$ cat src/rtl/collision_scanner.sv
// Pairwise bounding-box collision scanner over a small car table.
// A start snapshots the live table, then one pair is tested per cycle in fixed order.
module collision_scanner #(
  parameter int unsigned NUM_CARS = 12,
  parameter int unsigned IDX_W    = 4,
  parameter int unsigned COORD_W  = 10,
  parameter int unsigned CAR_LEN  = 60,
  parameter int unsigned CAR_WID  = 30,
  parameter int unsigned CNT_W    = 7
) (
  input  logic               clk,
  input  logic               rst,
  input  logic               wr_en,
  input  logic [IDX_W-1:0]   wr_idx,
  input  logic [COORD_W-1:0] wr_x,
  input  logic [COORD_W-1:0] wr_y,
  input  logic [1:0]         wr_orient,
  input  logic               wr_active,
  input  logic               start,
  output logic               busy,
  output logic               done,
  output logic               collision,
  output logic [IDX_W-1:0]   hit_a,
  output logic [IDX_W-1:0]   hit_b,
  output logic [CNT_W-1:0]   hit_count
);

  localparam int unsigned SumW = COORD_W + 1;
  localparam logic [SumW-1:0] LenS = SumW'(CAR_LEN);
  localparam logic [SumW-1:0] WidS = SumW'(CAR_WID);

  localparam logic [1:0] IDLE = 2'd0;
  localparam logic [1:0] SCAN = 2'd1;
  localparam logic [1:0] DONE = 2'd2;

  logic [1:0] stateQ;

  logic [COORD_W-1:0] liveX [NUM_CARS];
  logic [COORD_W-1:0] liveY [NUM_CARS];
  logic [1:0]         liveOrient [NUM_CARS];
  logic               liveActive [NUM_CARS];

  logic [COORD_W-1:0] liveXD [NUM_CARS];
  logic [COORD_W-1:0] liveYD [NUM_CARS];
  logic [1:0]         liveOrientD [NUM_CARS];
  logic               liveActiveD [NUM_CARS];

  logic [COORD_W-1:0] snapX [NUM_CARS];
  logic [COORD_W-1:0] snapY [NUM_CARS];
  logic [1:0]         snapOrient [NUM_CARS];
  logic               snapActive [NUM_CARS];

  logic [IDX_W-1:0] iQ, jQ, firstAQ, firstBQ;
  logic             foundQ;
  logic [CNT_W-1:0] cntQ;

  // Next live table; also feeds the snapshot so a same-cycle write is captured.
  always_comb begin
    for (int unsigned k = 0; k < NUM_CARS; k++) begin
      liveXD[k]      = liveX[k];
      liveYD[k]      = liveY[k];
      liveOrientD[k] = liveOrient[k];
      liveActiveD[k] = liveActive[k];
    end
    if (wr_en && (32'(wr_idx) < NUM_CARS)) begin
      liveXD[wr_idx]      = wr_x;
      liveYD[wr_idx]      = wr_y;
      liveOrientD[wr_idx] = wr_orient;
      liveActiveD[wr_idx] = wr_active;
    end
  end

  logic [SumW-1:0] xa, ya, xb, yb, wa, ha, wb, hb;
  logic            pairHit, lastPair, foundN;
  logic [IDX_W-1:0] aN, bN;
  logic [CNT_W-1:0] cntN;

  // Extents are widened by one bit so boxes near the far edge never wrap.
  always_comb begin
    xa = {1'b0, snapX[iQ]};
    ya = {1'b0, snapY[iQ]};
    xb = {1'b0, snapX[jQ]};
    yb = {1'b0, snapY[jQ]};
    wa = snapOrient[iQ][0] ? WidS : LenS;
    ha = snapOrient[iQ][0] ? LenS : WidS;
    wb = snapOrient[jQ][0] ? WidS : LenS;
    hb = snapOrient[jQ][0] ? LenS : WidS;
    pairHit = snapActive[iQ] && snapActive[jQ] &&
              (xa < xb + wb) && (xb < xa + wa) &&
              (ya < yb + hb) && (yb < ya + ha);
    lastPair = (iQ == IDX_W'(NUM_CARS - 2)) && (jQ == IDX_W'(NUM_CARS - 1));
    foundN   = foundQ | pairHit;
    aN       = (pairHit && !foundQ) ? iQ : firstAQ;
    bN       = (pairHit && !foundQ) ? jQ : firstBQ;
    cntN     = (pairHit && (cntQ != '1)) ? cntQ + CNT_W'(1) : cntQ;
  end

  always_ff @(posedge clk or posedge rst) begin
    if (rst) begin
      stateQ    <= IDLE;
      iQ        <= '0;
      jQ        <= '0;
      firstAQ   <= '0;
      firstBQ   <= '0;
      foundQ    <= 1'b0;
      cntQ      <= '0;
      collision <= 1'b0;
      hit_a     <= '0;
      hit_b     <= '0;
      hit_count <= '0;
      for (int unsigned k = 0; k < NUM_CARS; k++) begin
        liveX[k]      <= '0;
        liveY[k]      <= '0;
        liveOrient[k] <= '0;
        liveActive[k] <= 1'b0;
        snapX[k]      <= '0;
        snapY[k]      <= '0;
        snapOrient[k] <= '0;
        snapActive[k] <= 1'b0;
      end
    end else begin
      for (int unsigned k = 0; k < NUM_CARS; k++) begin
        liveX[k]      <= liveXD[k];
        liveY[k]      <= liveYD[k];
        liveOrient[k] <= liveOrientD[k];
        liveActive[k] <= liveActiveD[k];
      end
      case (stateQ)
        IDLE: begin
          if (start) begin
            for (int unsigned k = 0; k < NUM_CARS; k++) begin
              snapX[k]      <= liveXD[k];
              snapY[k]      <= liveYD[k];
              snapOrient[k] <= liveOrientD[k];
              snapActive[k] <= liveActiveD[k];
            end
            iQ      <= '0;
            jQ      <= IDX_W'(1);
            foundQ  <= 1'b0;
            firstAQ <= '0;
            firstBQ <= '0;
            cntQ    <= '0;
            stateQ  <= SCAN;
          end
        end
        SCAN: begin
          foundQ  <= foundN;
          firstAQ <= aN;
          firstBQ <= bN;
          cntQ    <= cntN;
          if (lastPair) begin
            collision <= foundN;
            hit_a     <= aN;
            hit_b     <= bN;
            hit_count <= cntN;
            stateQ    <= DONE;
          end else if (jQ == IDX_W'(NUM_CARS - 1)) begin
            iQ <= iQ + IDX_W'(1);
            jQ <= iQ + IDX_W'(2);
          end else begin
            jQ <= jQ + IDX_W'(1);
          end
        end
        DONE:    stateQ <= IDLE;
        default: stateQ <= IDLE;
      endcase
    end
  end

  assign busy = (stateQ == SCAN);
  assign done = (stateQ == DONE);

endmodule

$ cat config.mk
export PLATFORM = sky130hd
export DESIGN_NAME = collision_scanner
export DESIGN_NICKNAME = d
export VERILOG_FILES = /design/src/rtl/collision_scanner.sv
export SDC_FILE = /design/constraint.sdc
export NUM_CORES = 1
export LEC_CHECK = 0
export ABC_AREA = 1
export BUFFER_PORTS_ARGS = -buffer_cell sky130_fd_sc_hd__buf_2
export CAP_MARGIN = 40
export CORE_MARGIN = 2
export CORE_UTILIZATION = 53
export CTS_CLUSTER_SIZE = 12
export DETAILED_ROUTE_END_ITERATION = 10
export GPL_ROUTABILITY_DRIVEN = 1
export PLACE_DENSITY = 0.75
export SLEW_MARGIN = 5
export SYNTH_ARGS = -nofsm -noshare
export SYNTH_HDL_FRONTEND = slang
export SYNTH_SLANG_ARGS = --single-unit
$ cat constraint.sdc
create_clock -name clk -period 22.1 [get_ports clk]
set_input_delay 4.42 -clock clk [delete_from_list [all_inputs] [get_ports clk]]
set_output_delay 4.42 -clock clk [all_outputs]
set_load 0.01 [all_outputs]
==> report_table.html <==
<table>
<tr><th>Metric</th><th>Value</th></tr>
<tr><th colspan="2">Place</th></tr>
<tr><td>Count of input and output buffers</td><td>47</td></tr>
<tr><td>Post-placement cell area</td><td>28,300 µm²</td></tr>
<tr><td>Final GP Congestion</td><td>0.8653</td></tr>
<tr><td>Setup slack after placement</td><td>14,980 ps</td></tr>
<tr><td>Cell count after placement</td><td>4,003</td></tr>
<tr><td>Total half-perimeter wirelength after legalization and detailed placement</td><td>43,280 µm</td></tr>
<tr><th colspan="2">Clock network</th></tr>
<tr><td>Clock tree from TritonCTS</td><td>done</td></tr>
<tr><td>Hold-fix buffers, CTS</td><td>0</td></tr>
<tr><td>Clock tree buffer depth</td><td>3</td></tr>
<tr><td>Resized cells post-CTS</td><td>0</td></tr>
<tr><td>Clock tree sinks</td><td>570</td></tr>
<tr><td>Cts bufs inserted</td><td>59</td></tr>
<tr><td>Clock latency of the later-clocked register in the worst-skew pair</td><td>630 ps</td></tr>
<tr><td>Post-CTS setup buffer count</td><td>0</td></tr>
<tr><td>Number of levels in the clock H-tree</td><td>2</td></tr>
<tr><td>Root buffer selected by CTS</td><td>clkbuf_16</td></tr>
<tr><td>Clock edge transition at the registers on the reported setup and hold paths</td><td>60 ps</td></tr>
<tr><th colspan="2">Routing</th></tr>
<tr><td>Via-to-Cell Ratio</td><td>5.629</td></tr>
<tr><td>DRT Pass-1 Iters</td><td>8</td></tr>
<tr><td>Drc violations</td><td>0</td></tr>
<tr><td>Via total after detailed routing</td><td>23,120</td></tr>
<tr><td>Number of violations reported at the end of detailed-routing iteration 0</td><td>2,451</td></tr>
<tr><td>Count of nets left with antenna violations after detail routing</td><td>0</td></tr>
<tr><td>Total Routed Length</td><td>74,130 µm</td></tr>
<tr><td>Drt wl/cell</td><td>18.05 µm</td></tr>
<tr><th colspan="2">Worst hold path</th></tr>
<tr><td>HP Class</td><td>reg2reg</td></tr>
<tr><th colspan="2">Global routing</th></tr>
<tr><td>Largest net degree at the start of global routing</td><td>117</td></tr>
<tr><td>Global routing usage summed across all routing layers</td><td>0.2814</td></tr>
<tr><td>Via count of the first global-routing pass</td><td>22,110</td></tr>
<tr><td>Overflow left after global routing</td><td>0</td></tr>
<tr><td>Global-route wire length before repair</td><td>119,700 µm</td></tr>
<tr><td>Initial antenna violation count</td><td>0</td></tr>
<tr><th colspan="2">Synth</th></tr>
<tr><td>Net count after synthesis</td><td>3,549</td></tr>
<tr><td>Number of distinct library cell variants in the gate-level netlist after synthesis</td><td>36</td></tr>
<tr><td>Number of synthesized flops with an enable pin</td><td>0</td></tr>
<tr><td>Fraction of post-synthesis cell area in the top cell type by area</td><td>0.5166</td></tr>
<tr><td>Library cell with the largest summed area after synthesis</td><td>dfrtp_1</td></tr>
<tr><td>Part of the Yosys area used for sequential elements</td><td>0.5166</td></tr>
<tr><td>Number of warnings issued by yosys</td><td>0</td></tr>
<tr><td>Instance count of the mapped netlist</td><td>3,466</td></tr>
<tr><td>Top cells by count, synth</td><td>nand2_1 (1,060), dfrtp_1 (570), o21ai_0 (563), a21oi_1 (270), inv_1 (238)</td></tr>
<tr><td>Mean instance size in the synthesized netlist</td><td>7.967 µm²</td></tr>
<tr><td>Netlist Area Pre-Place</td><td>27,610 µm²</td></tr>
<tr><td>Proportion of register bits with asynchronous set or reset after synthesis</td><td>1.000</td></tr>
<tr><td>Total of flip-flops plus latches after synthesis</td><td>570</td></tr>
<tr><td>Most instantiated library cell after synthesis</td><td>nand2_1</td></tr>
<tr><td>Most instantiated flip-flop cell in the synthesis netlist</td><td>dfrtp_1</td></tr>
<tr><td>Top post-synthesis cells by area</td><td>dfrtp_1 (52%), nand2_1 (14%), o21ai_0 (10%)</td></tr>
<tr><th colspan="2">Flow run</th></tr>
<tr><td>Max-capacitance violation count</td><td>0</td></tr>
<tr><th colspan="2">Setup path</th></tr>
<tr><td>Maximum net fanout on the critical path</td><td>22</td></tr>
<tr><td>Arrival @ worst endpoint</td><td>2000 ps</td></tr>
<tr><td>Crit start category</td><td>flip-flop</td></tr>
<tr><td>Sequence of cells on the critical path</td><td>nand2_1 -&gt; inv_1 -&gt; buf_2</td></tr>
<tr><td>Class of the most critical setup path</td><td>reg2out</td></tr>
<tr><td>Register-to-register setup slack</td><td>16,140 ps</td></tr>
<tr><td>Slowest cell on crit path</td><td>inv_1</td></tr>
<tr><td>Crit path max-delay family</td><td>buffers and inverters</td></tr>
<tr><td>Sum of buffers and inverters on the critical path</td><td>2</td></tr>
<tr><td>Element type at the critical path end</td><td>output port</td></tr>
<tr><td>Critical Path RT</td><td>17,680 ps</td></tr>
<tr><td>Maximum single-stage delay on the critical path</td><td>560 ps</td></tr>
<tr><th colspan="2">Pwr</th></tr>
<tr><td>Cell Pwr Density</td><td>163.0 nW/µm²</td></tr>
<tr><td>Tot Pwr</td><td>4.918 mW</td></tr>
<tr><td>Leakage Power</td><td>14.58 nW</td></tr>
<tr><td>VDD IR max</td><td>0.0001245 V</td></tr>
<tr><th colspan="2">STA</th></tr>
<tr><td>Minimum clock period after layout</td><td>6424 ps</td></tr>
<tr><td>Final critical-path setup slack</td><td>15,680 ps</td></tr>
<tr><td>Worst-case headroom to the max-slew limit</td><td>0.3905</td></tr>
<tr><td>Actual slew at the worst max-slew pin</td><td>914.2 ps</td></tr>
<tr><td>Unrepaired setup endpoints after global routing</td><td>false</td></tr>
<tr><td>Worst clock skew</td><td>20.78 ps</td></tr>
<tr><td>Final count of pins violating max slew</td><td>0</td></tr>
<tr><td>Highest clock rate</td><td>155.7 MHz</td></tr>
<tr><td>Setup Viol. Count Final</td><td>0</td></tr>
<tr><td>Worst Hold Slack</td><td>472.3 ps</td></tr>
<tr><td>Post-route clock period utilization</td><td>0.2907</td></tr>
<tr><td>Final Hold Vio Count</td><td>0</td></tr>
<tr><td>Sum of negative setup slack</td><td>0 ps</td></tr>
<tr><th colspan="2">Finish</th></tr>
<tr><td>Layout Cells excl Fill</td><td>4,107</td></tr>
<tr><td>Finished layout cell area</td><td>30,170 µm²</td></tr>
<tr><td>Area of combinational cells with multiple inputs</td><td>11,370 µm²</td></tr>
<tr><td>Count of antenna diodes in the layout</td><td>0</td></tr>
<tr><td>Fraction of final layout cells with drive strength greater than 1</td><td>0.07003</td></tr>
<tr><td>Layout overhead on the synthesized area</td><td>9.271%</td></tr>
<tr><td>Seq. cell area</td><td>14,280 µm²</td></tr>
<tr><td>Fill cell total of the finished layout</td><td>4,646</td></tr>
<tr><td>Layout net count</td><td>3,467</td></tr>
<tr><td>Final Util</td><td>0.5870</td></tr>
<tr><th colspan="2">Die</th></tr>
<tr><td>Number of top-level design ports</td><td>49</td></tr>
<tr><td>Die Span Y</td><td>232.3 µm</td></tr>
<tr><td>Core Rows</td><td>83</td></tr>
<tr><td>Die Outline Area</td><td>53,940 µm²</td></tr>
<tr><td>Core footprint</td><td>51,410 µm²</td></tr>
<tr><td>Initial standard-cell utilization of the core</td><td>0.5372</td></tr>
<tr><td>X dimension of the die</td><td>232.3 µm</td></tr>
<tr><th colspan="2">Outcome</th></tr>
<tr><td>Outcome</td><td>finished, final reports clean</td></tr>
</table>
-- sequential cells by signal, indices dropped and copies added, names as in the netlist --
name        count
firstBQ         4
cntQ            7
hit_b           4
foundQ          1
hit_a           4
liveY         120
stateQ          2
snapX         120
hit_count       7
snapActive     12
jQ              4
iQ              4
liveX         120
collision       1
snapOrient     12
liveActive     12
firstAQ         4
liveOrient     12
snapY         120
-- layout by cell type, fill, tap and decap left out, types with 3 or more instances in the layout --
cell type,netlist,layout
dfrtp_1,570,566
nand4_1,22,22
clkbuf_1,162,19
nor3_1,9,8
buf_2,40,47
o21ai_1,53,53
inv_2,14,11
xnor2_1,13,13
nand2_2,7,13
buf_4,9,41
a31o_2,5,5
buf_16,0,7
nand3_1,181,177
a31oi_1,3,3
inv_1,238,237
dfrtp_4,0,4
xor2_1,19,19
o21ai_0,563,563
buf_12,0,5
nand2_1,1060,1054
ha_1,52,52
nor2_1,92,89
a21oi_1,270,270
clkinv_2,0,7
o211ai_1,29,29
a32o_1,6,6
nand3_2,2,6
clkbuf_16,0,60
clkbuf_8,0,15
a211oi_1,3,3
-- layer usage --
metal / wire, µm / track usage / up-vias / part of all wire
li1: - / - / 11150 / -
met4: 2432 / 0.1060 / 0 / 0.033
met5: 0 / 0 / - / 0
met2: 34270 / 0.4547 / 827 / 0.46
met1: 31930 / 0.3868 / 10990 / 0.43
met3: 5495 / 0.03917 / 158 / 0.074
-- area by class of cell --
| type | count | area share |
|---|---|---|
| clock buffers | 94 | 0.05897 |
| clock inverters | 10 | 0.003152 |
| inverters | 253 | 0.03189 |
| multi-input cells | 2400 | 0.3769 |
| flip-flops and latches | 570 | 0.4732 |
| well taps | 680 | 0.02820 |
| repair buffers | 100 | 0.02770 |
-- logic make-up (layout without fill, tap and decap cells) --
kind of cell / Yosys count / in the layout / share of synthesized area
buffers and inverters: 496 / 457 / 0.07372
adders and majority gates: 52 / 52 / 0.02356
DFF: 570 / 570 / 0.5166
AOI/OAI and AO/OA: 937 / 937 / 0.1752
and+or+nand+nor: 1379 / 1379 / 0.2008
xor gates and xnor gates: 32 / 32 / 0.01015
-- report_power, final --
group | internal [mW] | total [mW] | switching [mW] | leakage, nW
Clock | 0.558 | 0.966 | 0.407 | 0.915
Combinational | 0.826 | 2.38 | 1.56 | 6.52
Sequential | 1.37 | 1.57 | 0.201 | 7.15
-- final timing paths --
check,depth (start not counted),to,startpoint
min in group asynchronous,2,snapY[62]$_DFFE_PP0P_,rst
worst max-delay path,3,busy,stateQ[0]$_DFFE_PP0P_
worst min-delay path,2,hit_count[5]$_DFFE_PP0P_,hit_count[5]$_DFFE_PP0P_
worst min register to register,2,hit_count[5]$_DFFE_PP0P_,hit_count[5]$_DFFE_PP0P_
max in group asynchronous,5,jQ[1]$_DFFE_PP0P_,rst
worst max register to register,28,hit_a[3]$_DFFE_PP0P_,iQ[0]$_DFFE_PP0P_
-- tightest hold or removal path, delay by kind of cell, from the launching register on --
| family | cells | cell delay [ps] |
|---|---|---|
| flops | 1 | 330 |
| simple gates | 2 | 110 |
Power figures use the tool's default switching activity.
